===== src/rtl/pcont_ibuf_pkg.sv =====
// Shared ISA symbols for the fetch path: mode encoding, NOP words and the
// M16 halfword-to-internal-form expansion.
package pcont_ibuf_pkg;

  typedef enum logic {
    M32 = 1'b0,
    M16 = 1'b1
  } isa_mode_e;

  localparam logic [31:0] M32_NOP      = 32'h0000_0000;
  localparam logic [15:0] M16_HALF_NOP = 16'h6500;

  // Internal form: {h[15], 1'b0, h[14:11], 10'b0, h[15:0]}
  function automatic logic [31:0] m16_expand(input logic [15:0] h);
    return {h[15], 1'b0, h[14:11], 10'b0, h};
  endfunction

  localparam logic [31:0] M16_NOP = {M16_HALF_NOP[15], 1'b0, M16_HALF_NOP[14:11],
                                     10'b0, M16_HALF_NOP};

  function automatic logic [31:0] nop_of(input isa_mode_e m);
    return (m == M32) ? M32_NOP : M16_NOP;
  endfunction

endpackage


===== src/rtl/pcont_ibuf_if.sv =====
// Fetch-word handshake between the I-cache return path and the prefetch buffer.
interface pcont_ibuf_if;
  import pcont_ibuf_pkg::*;

  logic        valid;
  logic [31:0] data;
  logic        ready;

  modport master (output valid, output data, input  ready);
  modport slave  (input  valid, input  data, output ready);
endinterface


===== src/rtl/pcont_m16_expand.sv =====
// Combinational M16 halfword to 32-bit internal-form expander.
module pcont_m16_expand
  import pcont_ibuf_pkg::*;
(
  input  logic [15:0] half_i,
  output logic [31:0] inst_o
);

  always_comb begin
    inst_o = m16_expand(half_i);
  end

endmodule


===== src/rtl/pcont_ibuf.sv =====
// Instruction prefetch buffer feeding the SF-stage instruction register,
// issuing one M32 word or one expanded M16 halfword per cycle.
module pcont_ibuf
  import pcont_ibuf_pkg::*;
#(
  parameter int unsigned DEPTH = 4,
  parameter int unsigned CNT_W = $clog2(DEPTH) + 1
) (
  input  logic             SYSCLK,
  input  logic             RESET_D1_R,
  input  logic             CP0_INSTM32_I_R_N,
  pcont_ibuf_if.slave      fetch,
  input  logic             CLMI_FLUSH,
  input  logic             CLMI_FLUSH_B1,
  input  logic             CLMI_RHOLD,
  output logic [31:0]      INST_S_R,
  output logic             INST_VALID_S_R,
  output logic             INST_MODE_S_R,
  output logic [CNT_W-1:0] COUNT_O
);

  localparam int unsigned PTR_W = $clog2(DEPTH);

  logic [31:0]      mem_q [DEPTH];
  logic [31:0]      mem_d [DEPTH];
  logic [PTR_W-1:0] wr_ptr_q, wr_ptr_d;
  logic [PTR_W-1:0] rd_ptr_q, rd_ptr_d;
  logic [CNT_W-1:0] count_q, count_d;
  logic             hp_q, hp_d;
  isa_mode_e        mode_q, mode_d;
  logic [31:0]      inst_q, inst_d;
  logic             inst_valid_q, inst_valid_d;
  isa_mode_e        inst_mode_q, inst_mode_d;

  logic             push;
  logic             pop;
  logic [31:0]      head;
  logic [15:0]      half;
  logic [31:0]      half_exp;
  isa_mode_e        flush_mode;

  assign head       = mem_q[rd_ptr_q];
  assign half       = hp_q ? head[15:0] : head[31:16];
  assign flush_mode = isa_mode_e'(CP0_INSTM32_I_R_N);

  pcont_m16_expand u_expand (
    .half_i (half),
    .inst_o (half_exp)
  );

  // Ready depends only on occupancy and flush/reset, never on the incoming valid.
  assign fetch.ready = !RESET_D1_R && !CLMI_FLUSH && (count_q < CNT_W'(DEPTH));
  assign push        = fetch.valid && fetch.ready;

  always_comb begin
    mem_d        = mem_q;
    wr_ptr_d     = wr_ptr_q;
    rd_ptr_d     = rd_ptr_q;
    count_d      = count_q;
    hp_d         = hp_q;
    mode_d       = mode_q;
    inst_d       = inst_q;
    inst_valid_d = inst_valid_q;
    inst_mode_d  = inst_mode_q;
    pop          = 1'b0;

    if (CLMI_FLUSH) begin
      wr_ptr_d     = '0;
      rd_ptr_d     = '0;
      count_d      = '0;
      mode_d       = flush_mode;
      hp_d         = (flush_mode == M16) ? CLMI_FLUSH_B1 : 1'b0;
      inst_d       = nop_of(flush_mode);
      inst_valid_d = 1'b0;
      inst_mode_d  = flush_mode;
    end else begin
      if (push) begin
        mem_d[wr_ptr_q] = fetch.data;
        wr_ptr_d        = wr_ptr_q + 1'b1;
      end
      if (!CLMI_RHOLD) begin
        inst_mode_d = mode_q;
        if (count_q == '0) begin
          inst_d       = nop_of(mode_q);
          inst_valid_d = 1'b0;
        end else if (mode_q == M32) begin
          inst_d       = head;
          inst_valid_d = 1'b1;
          pop          = 1'b1;
        end else begin
          inst_d       = half_exp;
          inst_valid_d = 1'b1;
          hp_d         = !hp_q;
          pop          = hp_q;
        end
      end
      if (pop) begin
        rd_ptr_d = rd_ptr_q + 1'b1;
      end
      count_d = count_q + CNT_W'(push) - CNT_W'(pop);
    end
  end

  always_ff @(posedge SYSCLK) begin
    if (RESET_D1_R) begin
      wr_ptr_q     <= '0;
      rd_ptr_q     <= '0;
      count_q      <= '0;
      hp_q         <= 1'b0;
      mode_q       <= M32;
      inst_q       <= M32_NOP;
      inst_valid_q <= 1'b0;
      inst_mode_q  <= M32;
    end else begin
      mem_q        <= mem_d;
      wr_ptr_q     <= wr_ptr_d;
      rd_ptr_q     <= rd_ptr_d;
      count_q      <= count_d;
      hp_q         <= hp_d;
      mode_q       <= mode_d;
      inst_q       <= inst_d;
      inst_valid_q <= inst_valid_d;
      inst_mode_q  <= inst_mode_d;
    end
  end

  assign INST_S_R       = inst_q;
  assign INST_VALID_S_R = inst_valid_q;
  assign INST_MODE_S_R  = inst_mode_q;
  assign COUNT_O        = count_q;

  a_no_push_when_full : assert property (@(posedge SYSCLK) disable iff (RESET_D1_R)
    !(push && count_q == CNT_W'(DEPTH)));

  a_no_b1_in_m32 : assert property (@(posedge SYSCLK) disable iff (RESET_D1_R)
    !(CLMI_FLUSH && flush_mode == M32 && CLMI_FLUSH_B1));

endmodule


===== src/flat_wrapper.sv =====
// flat-port wrapper written by rule: the top's interface ports become plain ports
module pcont_ibuf_flat import pcont_ibuf_pkg::*;
#(
  parameter int unsigned DEPTH = 4,
  parameter int unsigned CNT_W = $clog2(DEPTH) + 1
)
  (SYSCLK, RESET_D1_R, CP0_INSTM32_I_R_N, CLMI_FLUSH, CLMI_FLUSH_B1, CLMI_RHOLD, INST_S_R, INST_VALID_S_R, INST_MODE_S_R, COUNT_O, fetch_valid, fetch_data, fetch_ready);
  pcont_ibuf_if fetch_i ();
  input  logic SYSCLK;
  input  logic RESET_D1_R;
  input  logic CP0_INSTM32_I_R_N;
  input  logic CLMI_FLUSH;
  input  logic CLMI_FLUSH_B1;
  input  logic CLMI_RHOLD;
  output logic [31:0] INST_S_R;
  output logic INST_VALID_S_R;
  output logic INST_MODE_S_R;
  output logic [CNT_W-1:0] COUNT_O;
  input wire logic [$bits(fetch_i.valid)-1:0] fetch_valid;
  input wire logic [$bits(fetch_i.data)-1:0] fetch_data;
  output wire logic [$bits(fetch_i.ready)-1:0] fetch_ready;
  assign fetch_i.valid = fetch_valid;
  assign fetch_i.data = fetch_data;
  assign fetch_ready = fetch_i.ready;
  pcont_ibuf #(.DEPTH(DEPTH), .CNT_W(CNT_W)) u_core (.SYSCLK(SYSCLK), .RESET_D1_R(RESET_D1_R), .CP0_INSTM32_I_R_N(CP0_INSTM32_I_R_N), .fetch(fetch_i), .CLMI_FLUSH(CLMI_FLUSH), .CLMI_FLUSH_B1(CLMI_FLUSH_B1), .CLMI_RHOLD(CLMI_RHOLD), .INST_S_R(INST_S_R), .INST_VALID_S_R(INST_VALID_S_R), .INST_MODE_S_R(INST_MODE_S_R), .COUNT_O(COUNT_O));
endmodule

===== config.mk =====
export PLATFORM = sky130hd
export DESIGN_NAME = pcont_ibuf_flat
export DESIGN_NICKNAME = d
export VERILOG_FILES = /design/src/rtl/pcont_ibuf_pkg.sv /design/src/rtl/pcont_ibuf_if.sv /design/src/rtl/pcont_m16_expand.sv /design/src/rtl/pcont_ibuf.sv /design/src/flat_wrapper.sv
export SDC_FILE = /design/constraint.sdc
export NUM_CORES = 1
export LEC_CHECK = 0
export ABC_AREA = 1
export CORE_ASPECT_RATIO = 0.7
export CORE_MARGIN = 3
export CORE_UTILIZATION = 45
export DETAILED_ROUTE_END_ITERATION = 10
export PLACE_DENSITY = 0.74
export SLEW_MARGIN = 30
export SYNTH_ARGS = -nofsm -noshare
export SYNTH_HDL_FRONTEND = slang
export SYNTH_SLANG_ARGS = --single-unit

===== constraint.sdc =====
create_clock -name SYSCLK -period 3.09 [get_ports SYSCLK]
set_input_delay 0.309 -clock SYSCLK [delete_from_list [all_inputs] [get_ports SYSCLK]]
set_output_delay 0.309 -clock SYSCLK [all_outputs]
set_load 0.01 [all_outputs]

### After elaboration in Yosys (flattened, before gate mapping)

Index checks and enable logic that the tools add are counted.
Widths: inputs -> output; s select.

* output and inout port bits: 38
* logic and storage cells: 63
* flip-flop bits (word level): 171

* $add $sub $neg: 4
* muxes and demuxes: 25
* bitwise logic cells: 4
* order comparisons: 4
* reductions and logical operators: 12
* equal/unequal tests: 2

Operators with widths (number)
* $mux 32: 7
* $bwmux 128: 1
* $bmux 32 s2: 1
* $demux 32 s2: 1
* $mux 30: 2
* $mux 16: 1
* $mux 1: 12
* $ge 3x3->1 const B: 2
* $not 2->3: 2
* $reduce_and 3->1: 2
* $add 2x1->2 const B: 2
* $logic_and 1x1->1: 4
* $ne 2x2->1 const B: 2
* $add 3x1->3: 1
* $logic_not 1->1: 3
* $logic_not 3->1: 1
* $lt 3x1->1 const B: 1
* $lt 3x3->1 const B: 1
* $sub 3x1->3: 1
* $not 1->1: 2
* $reduce_bool 2->1: 1
* $reduce_or 2->1: 1

### Logic depth before layout (Yosys ltp)

Gate-level depths: netlist of run 1.

* depth after elaboration: 9
* mapped depth: 12

### By module

From an unflattened synthesis of run 1, not the netlist that was laid out.

* cells, all modules: 766
* area total of the unflattened synthesis: 7463.4 um^2

Modules (own cells, without submodules)
* pcont_ibuf: instances 1, area each 7219.4 um^2, cells an instance 733
* pcont_m16_expand: instances 1, area each 244.0 um^2, cells an instance 33

### Worst setup path after synthesis of run 1

Ideal clock, no wire load.

* kind: input to register
* start point: in CLMI_FLUSH
* end point: reg u_core.mem_q[0] (netlist name), enable pin
* required time: 2.669 ns
* setup time: 0.421 ns
* slack: 0.467 ns
* stages: 5
* data arrival time: 2.202 ns
* cells stage by stage: nor2_2 -> inv_2 -> nor2_2 -> nand2_2 -> nor2_1

* cells in the longest elaborated chain, start to end: 5

RTL lines
* from (decl): line flat_wrapper.sv:12 `input logic CLMI_FLUSH;`
* $logic_not 1->1: line pcont_ibuf.sv:52 `assign fetch.ready = !RESET_D1_R && !CLMI_FLUSH && (count_q < CNT_W'(DEPTH));`
* $logic_and 1x1->1 (2 in a row): line pcont_ibuf.sv:52
* via fetch_ready: line flat_wrapper.sv:21 `output wire logic [$bits(fetch_i.ready)-1:0] fetch_ready;`
* $logic_and 1x1->1: line pcont_ibuf.sv:53 `assign push = fetch.valid && fetch.ready;`
* $reduce_and 3->1 (no line)
* to (signal assigned): line pcont_ibuf.sv:115 `mem_q <= mem_d;`
* to (decl): line pcont_ibuf.sv:24 `logic [31:0] mem_q [DEPTH];`

The timed path passes the listed nets, and every way through them passes these cells.
A chain may end at the register's enable or synchronous reset.

### Worst setup path in the final report of run 1

* start point: in CLMI_FLUSH
* end point: out fetch_ready

* cells in the longest elaborated chain, start to end: 3

RTL lines (line)
* $logic_not 1->1: pcont_ibuf.sv:52
* $logic_and 1x1->1 (2 in a row): pcont_ibuf.sv:52
* to (decl): flat_wrapper.sv:21

No other way between the ends.

==> reports/metrics.csv, run 1 <==
stage;metric;value;unit
worst_setup_path;critPathSlowestCell;clkdlybuf4s50_1;
yosys;syn_avg_cell_area;11.46;um^2
global_routing;grt_max_degree;66;
timing;maxSlewViolCount;0;
placement;portBuffers;76;
yosys;syn_area;6839;um^2
clock_network;post_cts_buffers;0;
detailed_routing;postRouteAntennaNets;0;
final_layout;fillers;1166;
clock_network;cts_tree;yes;
placement;post_dp_cell_area;7786;um^2
worst_setup_path;crit_fanout;6;
clock_network;clk_latency;430;ps
worst_setup_path;critPathMaxStageDelay;590;ps
clock_network;cts_resized;0;
worst_setup_path;path_buf_inv;3;
detailed_routing;wl;16460;um
worst_setup_path;path_cells;clkdlybuf4s50_1 > nor2_2 > inv_2 > nor2_2 > clkdlybuf4s50_1;
timing;setup_ws;800.5;ps
clock_network;ctsHoldBuffers;0;
run_status;status;finished clean;
timing;min_period_over_period;74.10;%
die;start_util;46.31;%
yosys;synth.area.top_cells;edfxtp_1 56%, dfxtp_1 13%, nand2_1 6.1%, nor2_1 4.0%, o21ai_0 3.7%;
timing;setup_violations;0;
yosys;synth_seq_cells;171;
power_and_ir_drop;leakage;2.934;nW
flow_run;cap_violations;0;
timing;fmax;0.4368;GHz
final_layout;final_core_util;56.92;%
timing;fin_tns_setup;0;ps
yosys;synthCells;597;
placement;place_ws;490.1;ps
worst_setup_path;worstPathRequired;2780;ps
final_layout;stdcell_area;8406;um^2
global_routing;grt_pass1_wl;25620;um
yosys;yosysWarnings;0;
worst_setup_path;start_kind;primary input;
hold_path;hold_class;flip-flop to flip-flop;
yosys;ys.flop_type;edfxtp_1;
worst_setup_path;crit_family;buffers and inverters;
yosys;synth.most_common_cell;edfxtp_1;
timing;rsz0062_at_grt;no;
yosys;synth-async-reset-ratio;0;%
yosys;synth_edf_count;128;
yosys;synth_top_area_share;56.20;%
global_routing;grt.total_usage;20.09;%
detailed_routing;drc;0;
clock_network;clock-sinks;171;
worst_setup_path;crit_arrival;1980;ps
timing;min_period;2290;ps
clock_network;clk_path_buf_depth;2;
timing;skew;11.77;ps
worst_setup_path;end_kind;output pin;
timing;tightest_slew;668.4;ps
detailed_routing;via_per_inst;5.495;
timing;hold_violations;0;
worst_setup_path;rrSetupSlack;960;ps
power_and_ir_drop;total_power;4.998;mW
final_layout;num_antenna_cells;0;
die;ios;77;
global_routing;overflow;0;
clock_network;cts_made_buffers;17;
yosys;synthTopCellsByCount;128 x edfxtp_1, 111 x nand2_1, 72 x nor2_1;
power_and_ir_drop;vdd_ir_drop_max;0.4349;mV
global_routing;antenna_found_initial;0;
detailed_routing;vias;4880;
die;die_y;109.1;um
clock_network;root_buffer;clkbuf_16;
yosys;synth_fp_nets;643;
yosys;yosysUniqueCellTypes;33;
clock_network;cts-htree-levels;4;
die;dieArea;16740;um^2
timing;slew_headroom;55.44;%
die;design.core.area;14770;um^2
die;rows;37;
detailed_routing;post_drt_wl_per_cell;18.53;um
clock_network;clk_pin_slew_worst_paths;60;ps
power_and_ir_drop;power_density;594.6;nW/um^2
detailed_routing;drt_first_pass_iters;5;
global_routing;first_global_vias;4853;
final_layout;layout-drive-gt1-share;10.10;%
final_layout;nets;726;
yosys;yosys.area.top_type;edfxtp_1;
die;die_width;153.3;um
yosys;ys_seq_area_share;68.79;%
final_layout;area_delta_synth_final;22.91;%
detailed_routing;drt_iter0_drc;393;
placement;place.gp.congestion;0.8294;
worst_setup_path;critical_path_class;primary input to output pin;
placement;dp_hpwl;10470;um
-- power by group --
part / switching (mW) / internal [mW]
clock: 0.863 / 1.34
combinational: 0.166 / 0.116
sequential: 0.0147 / 2.50
-- final timing paths --
path              cells after the start             startpoint                     to
hold reg to reg                       2  u_core.INST_VALID_S_R  u_core.INST_VALID_S_R
hold / removal                        2  u_core.INST_VALID_S_R  u_core.INST_VALID_S_R
setup reg to reg                     12      u_core.COUNT_O[2]      u_core.COUNT_O[2]
setup / recovery                      5             CLMI_FLUSH            fetch_ready
-- tightest hold or removal path: stages (launching register included) --
cell and delay (ps):
dfxtp_1 310, nand2_1 50, a21oi_1 50
-- sequential cells by signal (all words and copies together), names as in the netlist --
name,flops
u_core.mem_q,128
u_core.rd_ptr_q,2
u_core.hp_q,1
u_core.wr_ptr_q,2
u_core.INST_MODE_S_R,1
u_core.COUNT_O,3
u_core.mode_q,1
u_core.INST_S_R,32
u_core.INST_VALID_S_R,1
-- cells by family after synthesis --
group | count (synthesis) | synth area share (%)
DFF | 171 | 68.79
adders and majority gates | 7 | 1.390
and+or+nand+nor | 243 | 15.24
AOI/OAI and AO/OA | 123 | 10.32
xor gates and xnor gates | 1 | 0.1281
buffers and inverters | 52 | 4.134
-- placed cells by master (no fill, tap or decap), types with 18 or more instances in the layout --
master	instances
edfxtp_1	128
nand2_1	111
clkdlybuf4s50_1	76
nor2_1	68
o21ai_0	51
nand3_1	46
dfxtp_1	42
a21oi_1	41
clkbuf_16	20
inv_1	18
-- layer usage --
layer,wire length (um),global-route usage (%),up-vias,share of wire (%)
met4,324,7.624,0,2.0
met3,1371,5.077,28,8.3
met1,7102,26.49,2353,43
met2,7660,32.57,231,47
met5,0,0,-,0
li1,-,-,2268,-
-- stage by stage --
step / std cells / hold slack, ps
6_report: 888 / 466.2
5_1_grt: 888 / 506.4
4_1_cts: 888 / 468.0
3_5_place_dp: 856 / 459.3
3_3_place_gp: 856 / 459.7
2_1_floorplan: 597 / 407.9
-- layout make-up --
type	count	area, um^2	share of cell area (%)
sequential	171	4706	55.98
multi-input combinational	374	1862	22.15
timing repair buffer	93	888.4	10.57
clock buffer	24	515.5	6.133
tap	195	244.0	2.903
clock inverter	8	103.9	1.235
inverter	23	86.33	1.027
Note: power is estimated with default switching activity, not from simulation.
==> run 2: changes to the inputs <==
--- a/config.mk
+++ b/config.mk
@@ -10,7 +10,7 @@
 export CORE_MARGIN = 3
 export CORE_UTILIZATION = 45
 export DETAILED_ROUTE_END_ITERATION = 10
-export PLACE_DENSITY = 0.74
+export PLACE_DENSITY = 0.77
 export SLEW_MARGIN = 30
 export SYNTH_ARGS = -nofsm -noshare
 export SYNTH_HDL_FRONTEND = slang
==> constraint.sdc (replaced) <==
create_clock -name SYSCLK -period 1.85 [get_ports SYSCLK]
set_input_delay 0.185 -clock SYSCLK [delete_from_list [all_inputs] [get_ports SYSCLK]]
set_output_delay 0.185 -clock SYSCLK [all_outputs]
set_load 0.01 [all_outputs]
==> reports/metrics.csv, run 2 (synthesis results as in run 1) <==
stage;metric;value;unit;change
final_layout;mostFrequentLayoutCells;128 x edfxtp_1, 111 x nand2_1, 75 x clkdlybuf4s50_1;;
detailed_routing;post_drt_wl_per_cell;18.84;um;+1.7%
die;die_width;153.3;um;unchanged
final_layout;stdcell_count;910;;+2.5%
die;rows;37;;unchanged
worst_setup_path;rrSetupSlack;70;ps;-890 ps
placement;placed_cells;877;;+2.5%
die;start_util;46.31;%;unchanged
global_routing;first_global_vias;4857;;+0.082%
worst_setup_path;r2r_end;u_core.COUNT_O[1];;
clock_network;clk_path_buf_depth;2;;unchanged
power_and_ir_drop;power_density;950.1;nW/um^2;+60%
clock_network;cts_tree;yes;;
worst_setup_path;critPathLaunch;u_core.COUNT_O[2];;
timing;min_period_over_period;96.40;%;
clock_network;cts-htree-levels;4;;unchanged
detailed_routing;drc;0;;unchanged
timing;fmax;0.5607;GHz;
die;die_y;109.1;um;unchanged
detailed_routing;vias;4963;;+1.7%
flow_run;cap_violations;0;;unchanged
global_routing;grt.total_usage;20.87;%;+0.78 points
clock_network;clock-sinks;171;;unchanged
run_status;status;finished clean;;
hold_path;hold_class;primary input to flip-flop;;
timing;fin_tns_setup;0;ps;unchanged
clock_network;clk_pin_slew_worst_paths;70;ps;about the same
worst_setup_path;r2r_start;u_core.COUNT_O[2];;
final_layout;num_antenna_cells;0;;unchanged
placement;dp_hpwl;11370;um;+8.6%
worst_setup_path;worstPathRequired;2170;ps;-610 ps
power_and_ir_drop;total_power;8.202;mW;+64%
placement;place.gp.congestion;0.8811;;+6.2%
timing;rsz0062_at_grt;yes;;
power_and_ir_drop;vdd_ir_drop_max;0.5760;mV;+32%
global_routing;grt_max_degree;44;;-33%
detailed_routing;drt_iter0_drc;482;;+23%
timing;maxSlewViolCount;0;;unchanged
die;dieArea;16740;um^2;unchanged
placement;portBuffers;76;;unchanged
die;ios;77;;unchanged
timing;skew;7.976;ps;-3.796 ps
clock_network;cts_made_buffers;17;;unchanged
die;design.core.area;14770;um^2;unchanged
detailed_routing;via_per_inst;5.454;;-0.76%
timing;setup_violations;0;;unchanged
detailed_routing;wl;17150;um;+4.2%
final_layout;layout-drive-gt1-share;14.27;%;+4.2 points
worst_setup_path;critical_path_class;flip-flop to flip-flop;;
final_layout;nets;748;;+3.0%
worst_setup_path;r2r_cells;10;;-2
final_layout;stdcell_area;8633;um^2;+2.7%
worst_setup_path;crit_arrival;2110;ps;+130 ps
power_and_ir_drop;leakage;3.059;nW;+4.3%
global_routing;overflow;0;;unchanged
timing;hold_violations;0;;unchanged
final_layout;largest_register_ffs;128;;unchanged
timing;slew_headroom;72.77;%;+17 points
worst_setup_path;end_kind;flip-flop;;
placement;place_ws;-266.8;ps;-756.9 ps
final_layout;fillers;1152;;-1.2%
timing;setup_ws;66.59;ps;-733.9 ps
worst_setup_path;endpoint;u_core.COUNT_O[1];;
worst_setup_path;start_kind;flip-flop;;
final_layout;area_delta_synth_final;26.23;%;
timing;min_period;1783;ps;
clock_network;root_buffer;clkbuf_16;;
worst_setup_path;crit_fanout;2;;-4
final_layout;final_common_cell;edfxtp_1;;
global_routing;grt_pass1_wl;26610;um;+3.9%
timing;tightest_slew;408.5;ps;-259.9 ps
placement;post_dp_cell_area;8038;um^2;+3.2%
detailed_routing;drt_first_pass_iters;5;;unchanged
detailed_routing;postRouteAntennaNets;0;;unchanged
final_layout;largest_register;u_core.mem_q;;
clock_network;clk_latency;430;ps;about the same
global_routing;antenna_found_initial;0;;unchanged
-- run 2: cell types whose count changed in the layout (fill, tap and decap cells not counted), moves of 2 or more --
cell / delta
buf_12: +7
buf_4: +15
clkbuf_1: -4
clkbuf_16: -3
dfxtp_1: -3
dfxtp_2: +3
inv_6: +3
inv_8: +4
nor2_1: -2
-- run 2: stage by stage --
step | hold WS [ps] | util (%)
after floorplan | 283.9 | -
after global placement | 441.8 | 54.43
after detailed placement | 455.1 | 54.43
after CTS | 356.7 | 58.41
after global routing | 377.5 | 58.46
final | 365.7 | 58.46
-- run 2: report_power, final --
part / internal [mW] / total (mW) / switching (mW)
Sequential: 4.17 / 4.20 / 0.0243
Combinational: 0.230 / 0.528 / 0.297
Clock: 1.90 / 3.48 / 1.57
Total: 6.31 / 8.20 / 1.90
-- run 2: worst min path at each step --
stage	start	end	slack, ps	cells after the start
after global routing	CLMI_RHOLD	u_core.INST_VALID_S_R	380	3
final	CLMI_RHOLD	u_core.INST_VALID_S_R	370	3
after detailed placement	u_core.INST_VALID_S_R	u_core.INST_VALID_S_R	460	2
after floorplan	fetch_data[0]	u_core.mem_q[0]	280	0
after global placement	u_core.INST_VALID_S_R	u_core.INST_VALID_S_R	440	2
after CTS	CLMI_RHOLD	u_core.INST_VALID_S_R	360	3
-- run 2: what timing repair did --
item	4_1_cts	5_1_grt
hold endpoints to repair	0	0
resized for setup	4	2
hold buffers	0	0
setup buffers	0	1
pin swaps	1	1
setup endpoints to repair	2	2
-- run 2: layer usage --
layer | vias up | share of wire, % | track usage (%)
met4 | 0 | 1.6 | 6.616
met1 | 2380 | 42 | 27.76
met3 | 21 | 9.3 | 5.950
met2 | 242 | 47 | 33.64
met5 | - | 0 | 0
li1 | 2320 | - | -
-- run 2: final cells by class --
| type | count | area, um^2 | area share [%] |
|---|---|---|---|
| flip-flops and latches | 171 | 4710 | 54.55 |
| multi-input cells | 374 | 1874 | 21.71 |
| well taps | 195 | 244.0 | 2.826 |
| repair buffers | 115 | 1140 | 13.20 |
| clock buffers | 17 | 425.4 | 4.928 |
| inverters | 23 | 86.33 | 1.000 |
| clock inverters | 15 | 153.9 | 1.783 |
-- run 2: critical path: stages (launching register included) --
cell and delay [ps]:
dfxtp_2 340, nor2_4 130, nand2_4 70, nand2_4 60, nor2_2 40, ha_1 260, inv_1 50, ha_1 130
inv_1 50, fa_2 510, nor2_1 40
==> run 3: changes to the inputs <==
--- a/config.mk
+++ b/config.mk
@@ -10,6 +10,7 @@
 export CORE_MARGIN = 3
 export CORE_UTILIZATION = 45
 export DETAILED_ROUTE_END_ITERATION = 10
+export HOLD_SLACK_MARGIN = 0.06
 export PLACE_DENSITY = 0.77
 export SLEW_MARGIN = 30
 export SYNTH_ARGS = -nofsm -noshare
==> results of run 3 <==
Same layout as run 2: the final DEF is identical, and so are final timing and power.
